==> src/rtl/wave_peak_detect_pkg.sv <==
// Shared constants and FSM encoding for the waveform front end.
// DATA_W is also used by the downstream duty-cycle stage.
package wave_peak_detect_pkg;

    // ADC sample width shared by this stage and the duty stage.
    localparam int DATA_W_DEF  = 8;

    // Peak-to-peak below this means the waveform is treated as flat.
    localparam int FLAT_TH_DEF = 8;

    // Default number of accepted samples per measurement window.
    localparam int WIN_LEN_DEF = 1024;

    // Depth of the optional result-averaging history.
    localparam int AVG_DEPTH   = 4;

    typedef enum logic {
        ST_ACCUM   = 1'b0,
        ST_PUBLISH = 1'b1
    } state_t;

endpackage

==> src/rtl/wave_peak_detect_peak_avg4.sv <==
// Four-deep history of window results with a running sum.
// Ports: clk, rst (sync, active-high), push (new result), din (result),
// avg_next (mean of the history including din, valid while push=1).
// Only built when PEAK_AVG_EN is defined.
`ifdef PEAK_AVG_EN
module peak_avg4
    import wave_peak_detect_pkg::*;
#(
    parameter int DATA_W = DATA_W_DEF
) (
    input  logic              clk,
    input  logic              rst,
    input  logic              push,
    input  logic [DATA_W-1:0] din,
    output logic [DATA_W-1:0] avg_next
);

    localparam int SUM_W = DATA_W + 2;

    logic [DATA_W-1:0] hist [AVG_DEPTH];
    logic [SUM_W-1:0]  sum;
    logic [SUM_W-1:0]  sum_next;

    // The oldest entry leaves as the new one enters, so the sum
    // always covers exactly the four most recent results.
    assign sum_next = sum + SUM_W'(din) - SUM_W'(hist[AVG_DEPTH-1]);

    // Divide by four with truncation.
    assign avg_next = sum_next[SUM_W-1:2];

    always_ff @(posedge clk) begin
        if (rst) begin
            for (int i = 0; i < AVG_DEPTH; i++) begin
                hist[i] <= '0;
            end
            sum <= '0;
        end else if (push) begin
            hist[0] <= din;
            for (int i = 1; i < AVG_DEPTH; i++) begin
                hist[i] <= hist[i-1];
            end
            sum <= sum_next;
        end
    end

endmodule
`endif

==> src/rtl/wave_peak_detect.sv <==
// Per-window max / min / peak-to-peak of the ADC sample stream.
// Ports: clk, rst (sync, active-high), sample_vld, wave_in;
// outputs amplitude (max), trough (min), pk_pk, flat, meas_valid (strobe).
// Define PEAK_AVG_EN to publish the mean of the last 4 window results.
module wave_peak_detect
    import wave_peak_detect_pkg::*;
#(
    parameter int DATA_W  = DATA_W_DEF,
    parameter int WIN_LEN = WIN_LEN_DEF,
    parameter int FLAT_TH = FLAT_TH_DEF
) (
    input  logic              clk,
    input  logic              rst,
    input  logic              sample_vld,
    input  logic [DATA_W-1:0] wave_in,
    output logic [DATA_W-1:0] amplitude,
    output logic [DATA_W-1:0] trough,
    output logic [DATA_W-1:0] pk_pk,
    output logic              flat,
    output logic              meas_valid
);

    localparam int CNT_W = (WIN_LEN > 1) ? $clog2(WIN_LEN) : 1;

    localparam logic [CNT_W-1:0] CNT_LAST = CNT_W'(WIN_LEN - 1);

    localparam logic [DATA_W:0] FLAT_THV = (DATA_W + 1)'(FLAT_TH);

    state_t            state;
    logic [CNT_W-1:0]  cnt;
    logic [DATA_W-1:0] run_max;
    logic [DATA_W-1:0] run_min;

    logic [DATA_W-1:0] nxt_max;
    logic [DATA_W-1:0] nxt_min;
    logic              win_done;

    logic [DATA_W-1:0] res_max;
    logic [DATA_W-1:0] res_min;
    logic [DATA_W-1:0] res_pk;
    logic              res_flat;

    // Running extremes including the sample on the bus this cycle.
    // Strict compares: equal samples leave the running value alone.
    assign nxt_max = (wave_in > run_max) ? wave_in : run_max;
    assign nxt_min = (wave_in < run_min) ? wave_in : run_min;

    // The last sample of the window is folded straight into the
    // published result, so the strobe lands one cycle after it.
    assign win_done = (state == ST_ACCUM) && sample_vld
                   && (cnt == CNT_LAST);

`ifdef PEAK_AVG_EN
    peak_avg4 #(
        .DATA_W   (DATA_W)
    ) u_avg_max (
        .clk      (clk),
        .rst      (rst),
        .push     (win_done),
        .din      (nxt_max),
        .avg_next (res_max)
    );

    peak_avg4 #(
        .DATA_W   (DATA_W)
    ) u_avg_min (
        .clk      (clk),
        .rst      (rst),
        .push     (win_done),
        .din      (nxt_min),
        .avg_next (res_min)
    );
`else
    assign res_max = nxt_max;
    assign res_min = nxt_min;
`endif

    // max >= min per window, and the truncated means keep that order,
    // so the subtraction never wraps.
    assign res_pk   = res_max - res_min;
    assign res_flat = ({1'b0, res_pk} < FLAT_THV);

    always_ff @(posedge clk) begin
        if (rst) begin
            state      <= ST_ACCUM;
            cnt        <= '0;
            run_max    <= '0;
            run_min    <= '1;
            amplitude  <= '0;
            trough     <= '0;
            pk_pk      <= '0;
            flat       <= 1'b1;
            meas_valid <= 1'b0;
        end else begin
            meas_valid <= 1'b0;
            unique case (state)
                ST_ACCUM: begin
                    if (win_done) begin
                        cnt        <= '0;
                        state      <= ST_PUBLISH;
                        amplitude  <= res_max;
                        trough     <= res_min;
                        pk_pk      <= res_pk;
                        flat       <= res_flat;
                        meas_valid <= 1'b1;
                    end else if (sample_vld) begin
                        cnt     <= cnt + 1'b1;
                        run_max <= nxt_max;
                        run_min <= nxt_min;
                    end
                end
                ST_PUBLISH: begin
                    state <= ST_ACCUM;
                    // A sample here opens the next window; it seeds
                    // both extremes instead of comparing to stale data.
                    if (sample_vld) begin
                        run_max <= wave_in;
                        run_min <= wave_in;
                        cnt     <= CNT_W'(1);
                    end else begin
                        run_max <= '0;
                        run_min <= '1;
                        cnt     <= '0;
                    end
                end
                default: begin
                    state <= ST_ACCUM;
                end
            endcase
        end
    end

endmodule

==> config.mk <==
export PLATFORM = sky130hd
export DESIGN_NAME = wave_peak_detect
export DESIGN_NICKNAME = d
export VERILOG_FILES = /design/src/rtl/wave_peak_detect_pkg.sv /design/src/rtl/wave_peak_detect_peak_avg4.sv /design/src/rtl/wave_peak_detect.sv
export SDC_FILE = /design/constraint.sdc
export NUM_CORES = 1
export LEC_CHECK = 0
export ABC_AREA = 1
export ABC_CLOCK_PERIOD_IN_PS = 6400
export CORE_ASPECT_RATIO = 0.8
export CORE_MARGIN = 2
export CORE_UTILIZATION = 41
export CTS_BUF_LIST = sky130_fd_sc_hd__clkbuf_16
export DETAILED_ROUTE_END_ITERATION = 8
export PLACE_DENSITY_LB_ADDON = 0.05
export SETUP_SLACK_MARGIN = 0.2
export SLEW_MARGIN = 0
export SYNTH_ARGS = -nofsm -noshare
export SYNTH_HDL_FRONTEND = slang
export SYNTH_SLANG_ARGS = --single-unit
==> constraint.sdc <==
create_clock -name clk -period 6.4 [get_ports clk]
set_input_delay 0.64 -clock clk [delete_from_list [all_inputs] [get_ports clk]]
set_output_delay 0.64 -clock clk [all_outputs]
set_load 0.05 [all_outputs]
; ---- Yosys cells after proc, flatten, opt, wreduce, memory -nomap -nowiden
; Cells that the tools add are included.
[word_totals]
register_bits = 53
inputBits = 11
[classes]
n_addsub = 2
magnitude_cmp = 3
eq_ne = 4
n_mux = 16
bitwise_logic = 1
n_reduce_logical = 5
[op_table]
columns = operator, n
row1 = two-way mux 8 bit, 8
row2 = case mux 8 bit (2 select lines), 2
row3 = two-way mux 10 bit, 2
row4 = case mux 10 bit (2 select lines), 1
row5 = adder 10 x 1 -> 10 bit (second input constant), 1
row6 = equality test 10 bit (second input constant), 1
row7 = > comparator 8 bit, 1
row8 = < comparator 8 x 4 -> 1 bit (second input constant), 1
row9 = < comparator 8 bit, 1
row10 = subtractor 8 bit, 1
row11 = inequality test 2 bit (second input constant), 2
row12 = AND reduction 2 bit, 2
row13 = inequality test 3 bit (second input constant), 1
row14 = logical AND 1 bit, 2
row15 = two-way mux 1 bit, 2
row16 = case mux 1 bit (2 select lines), 1
row17 = OR reduction 2 bit, 1
row18 = inverter 1 bit, 1

; ---- Longest topological paths before layout
[logic_depth]
depth_word = 5
depth_mapped = 25
mapped_depth_nobuf = 24

; ---- Worst setup path after synthesis
; OpenSTA, ideal clock, no wires.
[synth_path]
kind = input to register
from = input port wave_in[5]
to = register flat
setup_ps = 115
arrival_ps = 2994
t_required_ps = 6285
path_slack_ps = 3291
cell_stages = 19
path_cell_list = ha_1 a21oi_1 nor2_1 nor3_4 nand2_4 buf_2 o21ai_0 ha_1 inv_1 fa_1 nand2_1 nand3b_1 nand2_1 nand2_1 nand2_1 nand2_1 nor2_1 nand3_1 nand2_1
[synth_between]
elab_chain_len = 4
elab_cells_between_ends = 6
[synth_lines]
columns = item, line
row1 = "start, declared", wave_peak_detect.sv:15  ; input logic [DATA_W-1:0] wave_in,
row2 = < comparator 8 bit, wave_peak_detect.sv:46  ; assign nxt_min = (wave_in < run_min) ? wave_in : run_min;
row3 = two-way mux 8 bit, wave_peak_detect.sv:46
row4 = net nxt_min[0], wave_peak_detect.sv:35  ; logic [DATA_W-1:0] nxt_min;
row5 = subtractor 8 bit, wave_peak_detect.sv:80  ; assign res_pk = res_max - res_min;
row6 = < comparator 8 x 4 -> 1 bit, wave_peak_detect.sv:81  ; assign res_flat = ({1'b0, res_pk} < FLAT_THV);
row7 = "end signal, assigned", wave_peak_detect.sv:104  ; flat <= res_flat;
row8 = "end, declared", wave_peak_detect.sv:19  ; output logic flat,
; The timed path passes the listed nets, and every way through them passes these cells.
; A chain may end at the register's enable or synchronous reset.

; ---- Final worst setup path
[layout_path]
from = input port wave_in[3]
to = register pk_pk[7]
[layout_between]
elab_chain_len = 3
elab_cells_between_ends = 5
[layout_lines]
columns = item, line
row1 = > comparator 8 bit / < comparator 8 bit (equally long branches), "wave_peak_detect.sv:45, wave_peak_detect.sv:46"
row2 = two-way mux 8 bit (on tied branches), "wave_peak_detect.sv:45, wave_peak_detect.sv:46"
row3 = subtractor 8 bit (*), wave_peak_detect.sv:80
row4 = "end signal, assigned", wave_peak_detect.sv:103  ; pk_pk <= res_pk;
row5 = "end, declared", wave_peak_detect.sv:18  ; output logic [DATA_W-1:0] pk_pk,
; Mark *: on every way between the ends. The rest lies on a longest branch, timed or not.

==> flow_metrics.py <==
metrics = {
    "routing": {
        "wl_um": 8073,
        "drc_errors": 0,
        "vias": 2921,
        "avgViaCountPerCell": 5.002,
        "ant_nets": 0,
        "wire_per_inst_um": 13.82,
        "drt_iter0_markers": 151,
        "drt_pass1_iterations": 4,
    },
    "clock_network": {
        "cts-root-buf": "clkbuf_16",
        "tritoncts": "yes",
        "clk_latency_ps": 280,
        "cts_setup_buffers": 0,
        "clkTransAtPathRegs_ps": 70,
        "clockBufferDepth": 2,
        "cts_buffers": 5,
        "postCtsHoldBufs": 0,
        "cts.repair.resized": 0,
        "htree_levels": 2,
        "clock-sinks": 52,
    },
    "global_routing": {
        "grt_antenna_before_repair": 0,
        "grt_pass1_vias": 2727,
        "grt_pass1_wl_um": 13520,
        "overflow": 0,
        "grt_max_degree": 46,
        "grtUsageTotal_pct": 19.69,
    },
    "power": {
        "power.total_mw": 0.8491,
        "irDropWorstVdd_uv": 125.0,
        "p_per_area_mw_per_mm2": 225.6,
        "leakage_nw": 1.787,
    },
    "synth": {
        "ys_types": 34,
        "synth_seq_cells": 52,
        "yosys-top-cells-area": "dfxtp_1 32%, nand2_1 12%, ha_1 8.5%",
        "syn_nets": 487,
        "post-synth-top-area-fraction_pct": 32.27,
        "avgSynthCellArea_sq_um": 7.121,
        "synth_most_common_cell": "nand2_1",
        "seq_area_frac_synth_pct": 32.27,
        "yosysTopAreaCell": "dfxtp_1",
        "syn-cell-area_sq_mm": 0.003226,
        "synthCells": 453,
        "async_flop_share_pct": 0,
        "synthTopCellsByCount": "104 x nand2_1, 63 x inv_1, 52 x dfxtp_1",
        "yosysWarningCount": 0,
        "synth_edf_count": 0,
        "ys.flop_type": "dfxtp_1",
    },
    "sta": {
        "period_share_pct": 59.98,
        "hold_violations": 0,
        "worst_pin_slew_ps": 964.8,
        "whs_ps": 470.9,
        "fin_worst_skew_ps": 3.997,
        "slew-limit-headroom_pct": 35.61,
        "rsz0062_at_grt": "false",
        "finalSetupViolCount": 0,
        "setup_tns_ps": 0,
        "slew_viol_final": 0,
        "max_freq_mhz": 260.5,
        "fin_ws_ps": 2561,
        "finalCriticalPeriod_ps": 3839,
    },
    "worst_hold_path": {
        "min_path_type": "flop to flop",
    },
    "die": {
        "rows": 28,
        "die_h_um": 83.34,
        "start_util_pct": 43.02,
        "fp.dieW_um": 103.2,
        "die-area_sq_mm": 0.008597,
        "core-area_sq_mm": 0.007497,
        "ios": 37,
    },
    "cells_and_area": {
        "nNetsFinal": 513,
        "post-route-util_pct": 50.20,
        "fillCellCount": 764,
        "regArea_sq_mm": 0.001041,
        "multi_input_area_sq_mm": 0.001823,
        "drive_gt1_share_pct": 8.559,
        "num_antenna_cells": 0,
        "syn2layout_area_growth_pct": 16.68,
        "instances_no_fill": 584,
        "design_area_sq_mm": 0.003764,
    },
    "flow_run": {
        "max_cap_violations": 0,
    },
    "placement": {
        "placed_cells": 577,
        "gp_congestion": 0.8985,
        "placed_area_sq_mm": 0.003626,
        "pre_cts_ws_ps": 2313,
        "io_buffers": 36,
        "dp_hpwl_um": 5840,
    },
    "worst_setup_path": {
        "worstSetupPathType": "primary input to flop",
        "start_kind": "primary input",
        "crit_path_end_kind": "flop",
        "crit_path_max_fanout": 16,
        "critPathArrivalTime_ps": 4030,
        "required_ps": 6590,
    },
    "run_status": {
        "status": "finished, final reports clean",
    },
}
-- report_power, final --
part           internal, mW  switching, mW  leakage (nW)
clock                 0.142          0.120        0.0657
combinational        0.0855          0.162          1.30
sequential            0.334        0.00567         0.423
total                 0.561          0.288          1.79
-- kinds of logic after synthesis --
family                   Yosys count  share of synthesized area, %
adder cells (fa/ha/maj)           23                         9.154
flip-flops                        52                         32.27
AND/OR/NAND/NOR                  186                         27.46
AO/OA/AOI/OAI                     97                         18.00
XOR/XNOR                           7                         1.901
buffers and inverters             88                         11.21
-- cell type report --
| class | count | share of cell area [%] |
|---|---|---|
| clock buffer | 5 | 3.324 |
| clock inverter | 2 | 0.3324 |
| inverter | 70 | 6.981 |
| multi-input combinational | 313 | 48.44 |
| sequential | 52 | 27.66 |
| tap | 105 | 3.491 |
| timing repair buffer | 37 | 9.774 |
-- path summary, 6_finish.rpt --
kind | startpoint | slack, ps | endpoint | cells after the start
setup / recovery | wave_in[3] | 2560 | pk_pk[7]$_SDFFE_PP0P_ | 20
hold reg to reg | run_max[4]$_SDFFE_PP0P_ | 470 | run_max[4]$_SDFFE_PP0P_ | 2
setup reg to reg | run_max[7]$_SDFFE_PP0P_ | 3150 | pk_pk[7]$_SDFFE_PP0P_ | 18
hold / removal | run_max[4]$_SDFFE_PP0P_ | 470 | run_max[4]$_SDFFE_PP0P_ | 2
-- state kept, by name, indices dropped and copies added, names as in the netlist --
| name | count |
|---|---|
| cnt | 10 |
| run_max | 8 |
| run_min | 8 |
| pk_pk | 8 |
| meas_valid | 1 |
| amplitude | 8 |
| flat | 1 |
| trough | 8 |
-- layer usage --
layer  up-vias  global-route usage (%)  share of wire [%]
met1      1319                   30.11                 51
li1       1526                       -                  -
met5         -                       0                  0
met4         0                   3.349               0.42
met2        72                   28.87                 42
met3         4                   3.704                5.9
-- cell usage in the layout (no fill, tap or decap) --
| cell | n |
|---|---|
| nand2_1 | 104 |
| inv_1 | 63 |
| dfxtp_1 | 52 |
| clkdlybuf4s50_1 | 36 |
| nor2_1 | 34 |
| a21oi_1 | 29 |
| o211ai_1 | 25 |
| o21ai_0 | 22 |
| ha_1 | 22 |
| nand3_1 | 15 |
| nand2_4 | 8 |
| nand2_2 | 7 |
| o21ai_1 | 7 |
| inv_2 | 6 |
| xor2_1 | 6 |
| nor2_2 | 5 |
| clkbuf_16 | 5 |
| nand4_1 | 4 |
| a31oi_1 | 4 |
| o221ai_1 | 4 |
| o22ai_1 | 3 |
| nand3b_1 | 3 |
| a21o_1 | 2 |
| nand3_2 | 2 |
| nor3_4 | 1 |
| nand4_2 | 1 |
| clkinv_1 | 1 |
| nor2_8 | 1 |
| nor2_4 | 1 |
| a21oi_2 | 1 |
| xnor2_1 | 1 |
| fa_1 | 1 |
| clkinv_2 | 1 |
| clkinvlp_4 | 1 |
| buf_4 | 1 |
-- critical path, cell delays in order --
cell	delay (ps)
clkdlybuf4s50_1	550
ha_1	390
nand2_1	80
inv_2	60
nand2_1	50
nand2_1	50
nand2_1	60
nand2_2	80
nand2_2	170
o21ai_0	470
inv_1	90
ha_1	380
a21oi_1	300
o21ai_0	120
a21oi_1	190
nand3_1	100
nand2_1	90
nand2_1	50
nand2_1	70
inv_1	30
(Power assumes the default switching activity.)
